File: src/rtl/icache_refill_bridge_if.sv
// icache_refill_bridge bus bundle: ICache refill link plus AXI AR/R.
// slave = bridge view, master = ICache/AXI-side view.
interface icache_refill_bridge_if #(
  parameter int ADDR_W = 32
);
  logic              rd_req;
  logic [ADDR_W-1:0] rd_addr;
  logic              ret_valid;
  logic [255:0]      ret_data;
  logic              arvalid;
  logic              arready;
  logic [ADDR_W-1:0] araddr;
  logic [7:0]        arlen;
  logic [2:0]        arsize;
  logic [1:0]        arburst;
  logic [3:0]        arid;
  logic              rvalid;
  logic              rready;
  logic [31:0]       rdata;
  logic [1:0]        rresp;
  logic              rlast;
  logic              refill_err;

  modport slave (
    input  rd_req, rd_addr,
    input  arready,
    input  rvalid, rdata, rresp, rlast,
    output ret_valid, ret_data,
    output arvalid, araddr, arlen,
    output arsize, arburst, arid,
    output rready, refill_err
  );

  modport master (
    output rd_req, rd_addr,
    output arready,
    output rvalid, rdata, rresp, rlast,
    input  ret_valid, ret_data,
    input  arvalid, araddr, arlen,
    input  arsize, arburst, arid,
    input  rready, refill_err
  );
endinterface

File: src/rtl/icache_refill_bridge.sv
// ICache line refill: one 8-beat INCR AXI read, line returned in one pulse.
// Optional perf counters under `ICACHE_REFILL_PERF_EN.
module icache_refill_bridge #(
  parameter int LINE_WORDS = 8,
  parameter int ADDR_W     = 32
) (
  input logic clk,
  input logic rst,
  icache_refill_bridge_if.slave bus
`ifdef ICACHE_REFILL_PERF_EN
  ,
  output logic [31:0] refill_cnt,
  output logic [31:0] refill_cycles
`endif
);

  localparam int LINE_W = LINE_WORDS * 32;
  localparam int CNT_W  = $clog2(LINE_WORDS);
  localparam logic [CNT_W-1:0] LAST =
    CNT_W'(LINE_WORDS - 1);
  localparam logic [ADDR_W-1:0] OFS_MASK =
    ADDR_W'(LINE_W / 8 - 1);

  localparam logic [1:0] IDLE = 2'd0;
  localparam logic [1:0] AR   = 2'd1;
  localparam logic [1:0] R    = 2'd2;
  localparam logic [1:0] RET  = 2'd3;

  logic [1:0]        state_q, state_d;
  logic [CNT_W-1:0]  beat_q, beat_d;
  logic [ADDR_W-1:0] araddr_q, araddr_d;
  logic [LINE_W-1:0] line_q, line_d;
  logic [LINE_W-1:0] ret_q, ret_d;
  logic              err_q, err_d;
  logic              last_beat;

  assign last_beat = (beat_q == LAST);

  // Next-state: request latch, AR handshake, beat gather, return.
  always_comb begin
    state_d  = state_q;
    beat_d   = beat_q;
    araddr_d = araddr_q;
    line_d   = line_q;
    ret_d    = ret_q;
    err_d    = err_q;
    unique case (state_q)
      IDLE: begin
        if (bus.rd_req) begin
          araddr_d = bus.rd_addr & ~OFS_MASK;
          state_d  = AR;
        end
      end
      AR: begin
        if (bus.arready) begin
          state_d = R;
          beat_d  = '0;
        end
      end
      R: begin
        if (bus.rvalid) begin
          line_d[{beat_q, 5'd0} +: 32] = bus.rdata;
          if (bus.rresp != 2'b00) err_d = 1'b1;
          if (bus.rlast != last_beat) err_d = 1'b1;
          if (last_beat) begin
            state_d = RET;
            beat_d  = '0;
            ret_d   = line_d;
          end else begin
            beat_d = beat_q + 1'b1;
          end
        end
      end
      RET: begin
        state_d = IDLE;
      end
      default: state_d = IDLE;
    endcase
  end

  // State registers, synchronous reset.
  always_ff @(posedge clk) begin
    if (rst) begin
      state_q  <= IDLE;
      beat_q   <= '0;
      araddr_q <= '0;
      line_q   <= '0;
      ret_q    <= '0;
      err_q    <= 1'b0;
    end else begin
      state_q  <= state_d;
      beat_q   <= beat_d;
      araddr_q <= araddr_d;
      line_q   <= line_d;
      ret_q    <= ret_d;
      err_q    <= err_d;
    end
  end

  assign bus.arvalid    = (state_q == AR);
  assign bus.rready     = (state_q == R);
  assign bus.ret_valid  = (state_q == RET);
  assign bus.ret_data   = ret_q;
  assign bus.araddr     = araddr_q;
  assign bus.arlen      = 8'(LINE_WORDS - 1);
  assign bus.arsize     = 3'b010;
  assign bus.arburst    = 2'b01;
  assign bus.arid       = 4'd0;
  assign bus.refill_err = err_q;

`ifdef ICACHE_REFILL_PERF_EN
  logic [31:0] cnt_q;
  logic [31:0] cyc_q;

  // Refill count and busy-cycle count, both wrap.
  always_ff @(posedge clk) begin
    if (rst) begin
      cnt_q <= '0;
      cyc_q <= '0;
    end else begin
      if (state_q == RET) cnt_q <= cnt_q + 32'd1;
      if (state_q != IDLE) cyc_q <= cyc_q + 32'd1;
    end
  end

  assign refill_cnt    = cnt_q;
  assign refill_cycles = cyc_q;
`endif

endmodule

File: src/flat_wrapper.sv
// flat-port wrapper written by rule: the top's interface ports become plain ports
module icache_refill_bridge_flat 
#(
  parameter int LINE_WORDS = 8,
  parameter int ADDR_W     = 32
)
  (clk, rst, bus_rd_req, bus_rd_addr, bus_arready, bus_rvalid, bus_rdata, bus_rresp, bus_rlast, bus_ret_valid, bus_ret_data, bus_arvalid, bus_araddr, bus_arlen, bus_arsize, bus_arburst, bus_arid, bus_rready, bus_refill_err);
  icache_refill_bridge_if #(.ADDR_W(ADDR_W)) bus_i ();
  input logic clk;
  input logic rst;
  input wire logic [$bits(bus_i.rd_req)-1:0] bus_rd_req;
  input wire logic [$bits(bus_i.rd_addr)-1:0] bus_rd_addr;
  input wire logic [$bits(bus_i.arready)-1:0] bus_arready;
  input wire logic [$bits(bus_i.rvalid)-1:0] bus_rvalid;
  input wire logic [$bits(bus_i.rdata)-1:0] bus_rdata;
  input wire logic [$bits(bus_i.rresp)-1:0] bus_rresp;
  input wire logic [$bits(bus_i.rlast)-1:0] bus_rlast;
  output wire logic [$bits(bus_i.ret_valid)-1:0] bus_ret_valid;
  output wire logic [$bits(bus_i.ret_data)-1:0] bus_ret_data;
  output wire logic [$bits(bus_i.arvalid)-1:0] bus_arvalid;
  output wire logic [$bits(bus_i.araddr)-1:0] bus_araddr;
  output wire logic [$bits(bus_i.arlen)-1:0] bus_arlen;
  output wire logic [$bits(bus_i.arsize)-1:0] bus_arsize;
  output wire logic [$bits(bus_i.arburst)-1:0] bus_arburst;
  output wire logic [$bits(bus_i.arid)-1:0] bus_arid;
  output wire logic [$bits(bus_i.rready)-1:0] bus_rready;
  output wire logic [$bits(bus_i.refill_err)-1:0] bus_refill_err;
  assign bus_i.rd_req = bus_rd_req;
  assign bus_i.rd_addr = bus_rd_addr;
  assign bus_i.arready = bus_arready;
  assign bus_i.rvalid = bus_rvalid;
  assign bus_i.rdata = bus_rdata;
  assign bus_i.rresp = bus_rresp;
  assign bus_i.rlast = bus_rlast;
  assign bus_ret_valid = bus_i.ret_valid;
  assign bus_ret_data = bus_i.ret_data;
  assign bus_arvalid = bus_i.arvalid;
  assign bus_araddr = bus_i.araddr;
  assign bus_arlen = bus_i.arlen;
  assign bus_arsize = bus_i.arsize;
  assign bus_arburst = bus_i.arburst;
  assign bus_arid = bus_i.arid;
  assign bus_rready = bus_i.rready;
  assign bus_refill_err = bus_i.refill_err;
  icache_refill_bridge #(.LINE_WORDS(LINE_WORDS), .ADDR_W(ADDR_W)) u_core (.clk(clk), .rst(rst), .bus(bus_i));
endmodule
File: config.mk
export PLATFORM = sky130hd
export DESIGN_NAME = icache_refill_bridge_flat
export DESIGN_NICKNAME = d
export VERILOG_FILES = /design/src/rtl/icache_refill_bridge_if.sv /design/src/rtl/icache_refill_bridge.sv /design/src/flat_wrapper.sv
export SDC_FILE = /design/constraint.sdc
export NUM_CORES = 1
export LEC_CHECK = 0
export ABC_AREA = 1
export CORE_MARGIN = 5
export CORE_UTILIZATION = 54
export DETAILED_ROUTE_END_ITERATION = 6
export GPL_TIMING_DRIVEN = 0
export PLACE_DENSITY_LB_ADDON = 0.2
export SLEW_MARGIN = 20
export SYNTH_ARGS = -nofsm -noshare
export SYNTH_HDL_FRONTEND = slang
export SYNTH_SLANG_ARGS = --single-unit
File: constraint.sdc
create_clock -name clk -period 2.5 [get_ports clk]
set_clock_uncertainty 0.2 [all_clocks]
set_input_delay 0.25 -clock clk [delete_from_list [all_inputs] [get_ports clk]]
set_output_delay 0.25 -clock clk [all_outputs]
set_load 0.1 [all_outputs]
Word-level counts from Yosys, hierarchy flattened:

Cells that the tools add are included.

* register bits: 545
* input port bits: 72
* word-level logic and storage cells: 41

* shift-type cells: 2
* eq/ne operators: 9
* $add $sub $neg: 2
* muxes and demuxes: 12
* reduce and logical (&&, ||, !) cells: 10

Operators by type and width (number)
* $bwmux W256: 1
* $shift A32 B10 Y256 const A: 1
* $shiftx A32 B10 Y256: 1
* $neg A8 Y10: 1
* $mux W3: 3
* $reduce_and A3 Y1: 3
* $mux W2: 4
* $pmux W2 S4: 1
* $ne A2 B2 Y1 const B: 3
* $pmux W3 S2: 1
* $reduce_bool A2 Y1: 3
* $eq A2 B2 Y1 const B: 2
* $reduce_and A2 Y1: 2
* $reduce_and A4 Y1: 1
* $add A3 B1 Y3 const B: 1
* $eq A3 B3 Y1 const B: 1
* $eq A2 B1 Y1 const B: 1
* $logic_not A2 Y1: 1
* $mux W1: 2
* $ne A2 B1 Y1 const B: 1
* $ne A1 B1 Y1: 1

Logic depth before layout (Yosys ltp):

* depth after elaboration: 4
* depth in mapped cells: 13

Worst setup path before layout:

Ideal clock, no wire load.

* kind: reg2reg
* start: register u_core.state_q[0]
* end: register u_core.ret_q[100] (netlist: u_core.bus.ret_data[100])
* data arrival time: 2.209 ns
* data required time: 2.172 ns
* path slack: -0.038 ns
* stages on the path, launching flop included: 8
* setup time: 0.128 ns
* cell sequence: dfxtp_1 inv_1 ha_1 nand2_2 nor2_4 buf_2 clkbuf_1 a21oi_1

* cells in the longest elaborated chain, start to end: 2

Ends and longest elaborated chain
* from (decl): RTL line icache_refill_bridge.sv:29 `logic [1:0] state_q, state_d;`
* from (signal assigned): RTL line icache_refill_bridge.sv:91 `state_q <= state_d;`
* $eq A2 B2 Y1
* named net bus_rready: RTL line flat_wrapper.sv:26 `output wire logic [$bits(bus_i.rready)-1:0] bus_rready;`
* $reduce_and A3 Y1 (no source line)
* to (signal assigned): RTL line icache_refill_bridge.sv:95 `ret_q <= ret_d;`
* to (decl): RTL line icache_refill_bridge.sv:33 `logic [LINE_W-1:0] ret_q, ret_d;`

The timed path passes the listed nets, and every way through them passes these cells.
A chain may end at the register's enable or synchronous reset.

Worst setup path after layout:

* start: register u_core.ret_q[205] (netlist: u_core.bus.ret_data[205])
* end: output bus_ret_data[205]

RTL lines
* to (decl): RTL line flat_wrapper.sv:19 `output wire logic [$bits(bus_i.ret_data)-1:0] bus_ret_data;`

No word-level cell between the ends.

==> impl_metrics.py <==
metrics = {
    "worst_setup_path": {
        "rr_startpoint": "u_core.state_q[0]",
        "crit_path_max_incr_delay_ns": 0.89,
        "cp.arrival_ns": 1.98,
        "worst_setup_path_start_kind": "flip-flop",
        "slowest_stage": "dlygate4sd2_1",
        "critPathBufInv": 1,
        "r2r_end": "u_core.line_q[182]",
        "cp-end-kind": "primary output",
        "crit_family": "buffers and inverters",
        "r2r_slack_ns": 0.08,
        "path_class": "flip-flop to primary output",
        "reg2reg_depth": 7,
        "cp_cell_sequence": "dlygate4sd2_1",
        "required_ns": 2.05,
        "critical_path.max_fanout": 2,
    },
    "logic_synthesis": {
        "yosysSeqAreaShare_pct": 45.2,
        "synth-edff-count": 0,
        "yosysWarningCount": 0,
        "synth-seq-cells": 545,
        "syn_avg_cell_area_sq_um": 7.05,
        "syn_area_sq_mm": 0.0241,
        "ys_types": 25,
        "synth_flop_cell": "dfxtp_1",
        "synth.top_cells.by_area": "dfxtp_1, nand2_1, inv_1",
        "yosys-top-cells-count": "nand2_1, dfxtp_1, inv_1",
        "synthArstFlopShare_pct": 0,
        "yosysMostFrequentCell": "nand2_1",
        "synth_cells": 3421,
        "yosysTopAreaCell": "dfxtp_1",
        "synth_top_area_share_pct": 45.2,
    },
    "clocking": {
        "clk_latency_ns": 0.63,
        "cts_hold_buf": 0,
        "clockBufferDepth": 3,
        "htree_levels": 2,
        "cts_tree": "done",
        "cts_buffers": 57,
        "root_buffer": "clkbuf_16",
        "path_clk_slew_ns": 0.07,
        "cts_sinks": 545,
    },
    "timing": {
        "setup_viol": 0,
        "final.setup.tns_ns": 0,
        "tightest_slew_ns": 1.07,
        "final.setup.worst_slack_ns": 0.0685,
        "fmax_mhz": 411,
        "finalCritPeriodShare_pct": 97.3,
        "slew_headroom_pct": 28.9,
        "maxSlewViolCount": 0,
        "fin_crit_ns": 2.43,
        "hold_viol_final": 0,
    },
    "global_route": {
        "grt_max_degree": 16,
        "gr-max-usage-layer": "met2",
        "met1_usage_pct": 41.2,
        "grt_antenna_before_repair": 3,
        "grtUsageTotal_pct": 31.6,
        "grt_pass1_wl_um": 124000,
        "use_met2_pct": 50.4,
        "grt-ovfl-total": 0,
        "met3_usage_pct": 7.05,
        "first_global_vias": 22000,
    },
    "route": {
        "remaining_drc_errors": 0,
        "finalWirelength_um": 82400,
        "drt_iter0_drc": 2902,
        "postRouteAntennaNets": 0,
        "first_pass_iters": 6,
        "routedWlPerCell_um": 18.3,
        "avgViaCountPerCell": 5.44,
        "via_count": 24400,
    },
    "outcome": {
        "outcome": "complete, no violations",
    },
    "cells_and_area": {
        "n_antenna_cell": 0,
        "final_util_pct": 68.6,
        "layout-drive-gt1-share_pct": 8.40,
        "fin_nets": 3937,
        "syn2layout_area_growth_pct": 25.6,
    },
    "placement": {
        "io_buffers": 352,
        "gp_congestion": 1.00,
        "dp_hpwl_um": 59200,
        "post-place-ws_ns": -0.179,
    },
    "power_and_ir_drop": {
        "switchingPower_uw": 9590,
        "p_leak_uw": 0.0155,
        "combPwrFrac_pct": 27.7,
        "sw_frac_of_total_pct": 35.8,
        "p_seq_share_pct": 38.0,
        "clock_power_share_pct": 34.3,
        "internal_power_uw": 17200,
        "ir_drop_v": 0.000638,
        "pwr_density_cell_mw_per_mm2": 883,
    },
    "min_path": {
        "hp-class": "input port to flip-flop",
        "hold_end": "u_core.bus.araddr[20]",
        "worstHoldStart": "bus_rd_addr[20]",
        "hold_depth": 3,
    },
    "floorplan": {
        "rows": 77,
        "die_area_sq_mm": 0.0490,
        "fp.dieW_um": 221,
        "die_h_um": 221,
        "ioPinCount": 381,
        "start_util_pct": 54.6,
        "core_area_sq_mm": 0.0442,
    },
    "job": {
        "maxCapViolations": 0,
    },
}
[kinds of logic after synthesis]
kind of cell             count (synthesis)  share of synthesized area [%]
AO/OA/AOI/OAI                          802                           18.0
other                                    2                         0.0311
adder cells (fa/ha/maj)                 10                          0.519
buffers and inverters                  718                           12.4
AND/OR/NAND/NOR                       1344                           23.8
flip-flops                             545                           45.2
[worst max-delay path by stage]
stage                                         from  cells after the start                        to
after floorplan                   u_core.beat_q[0]                     13         u_core.line_q[21]
after global placement            u_core.beat_q[0]                     11   u_core.bus.ret_data[74]
after detailed placement          u_core.beat_q[0]                     11   u_core.bus.ret_data[74]
after CTS                         u_core.beat_q[0]                     13   u_core.bus.ret_data[23]
after global routing              u_core.beat_q[0]                      9  u_core.bus.ret_data[185]
final                     u_core.bus.ret_data[205]                      1         bus_ret_data[205]
[cells in the final DEF, fill, tap and decap left out, types with 9 or more instances in the layout]
master / instances
a21oi_1: 260
buf_1: 20
buf_2: 133
buf_4: 31
clkbuf_1: 97
clkbuf_16: 58
clkbuf_8: 16
clkdlybuf4s50_1: 65
clkinv_2: 9
conb_1: 22
dfxtp_1: 544
dlygate4sd2_1: 284
ha_1: 9
inv_1: 428
nand2_1: 587
nand3_1: 291
nand4_1: 96
nor2_1: 331
nor2_2: 23
o21a_1: 128
o21ai_0: 272
o21ai_1: 140
[state kept, by name, indices dropped and copies added (netlist names)]
| name | count |
|---|---|
| u_core.bus.ret_data | 256 |
| u_core.beat_q | 3 |
| u_core.bus.refill_err | 1 |
| u_core.bus.araddr | 27 |
| u_core.state_q | 2 |
| u_core.line_q | 256 |
[routing by layer]
metal | up-vias | part of all wire, %
li1 | 11900 | -
met1 | 11100 | 40
met2 | 1256 | 45
met3 | 243 | 10
met4 | 0 | 5.5
met5 | - | 0
[power groups by stage]
stage	Sequential, uW	Clock (uW)	Combinational, uW
floorplan	11200	0	4450
global placement	10300	0	7060
detailed placement	10300	0	7170
CTS	10200	9220	7180
global route	10300	9620	8030
finish	10200	9180	7420
[metrics by stage]
step / instance area, sq um / instances / power, uW / hold slack, ns
global route: 30300 / 4496 / 27900 / 0.0541
floorplan: 24200 / 3441 / 15600 / 0.217
detailed placement: 28500 / 4385 / 17500 / 0.271
CTS: 30200 / 4494 / 26600 / 0.0318
finish: 30300 / 4496 / 26800 / 0.0419
global placement: 28500 / 4385 / 17400 / 0.260
[cell type report]
cell class / instances / area [sq um]
tap: 592 / 741
inverter: 436 / 1650
clock buffer: 85 / 1710
buffer: 281 / 1380
multi-input combinational: 2178 / 10400
sequential: 545 / 10900
fill: 3872 / 13900
clock inverter: 23 / 340
timing repair buffer: 356 / 3200
[what timing repair did]
action	CTS	global route
pin swaps	1	4
resized for setup	315	33
setup endpoints to repair	480	318
buffers inserted	1	3
Note: power is estimated with default switching activity, not from simulation.
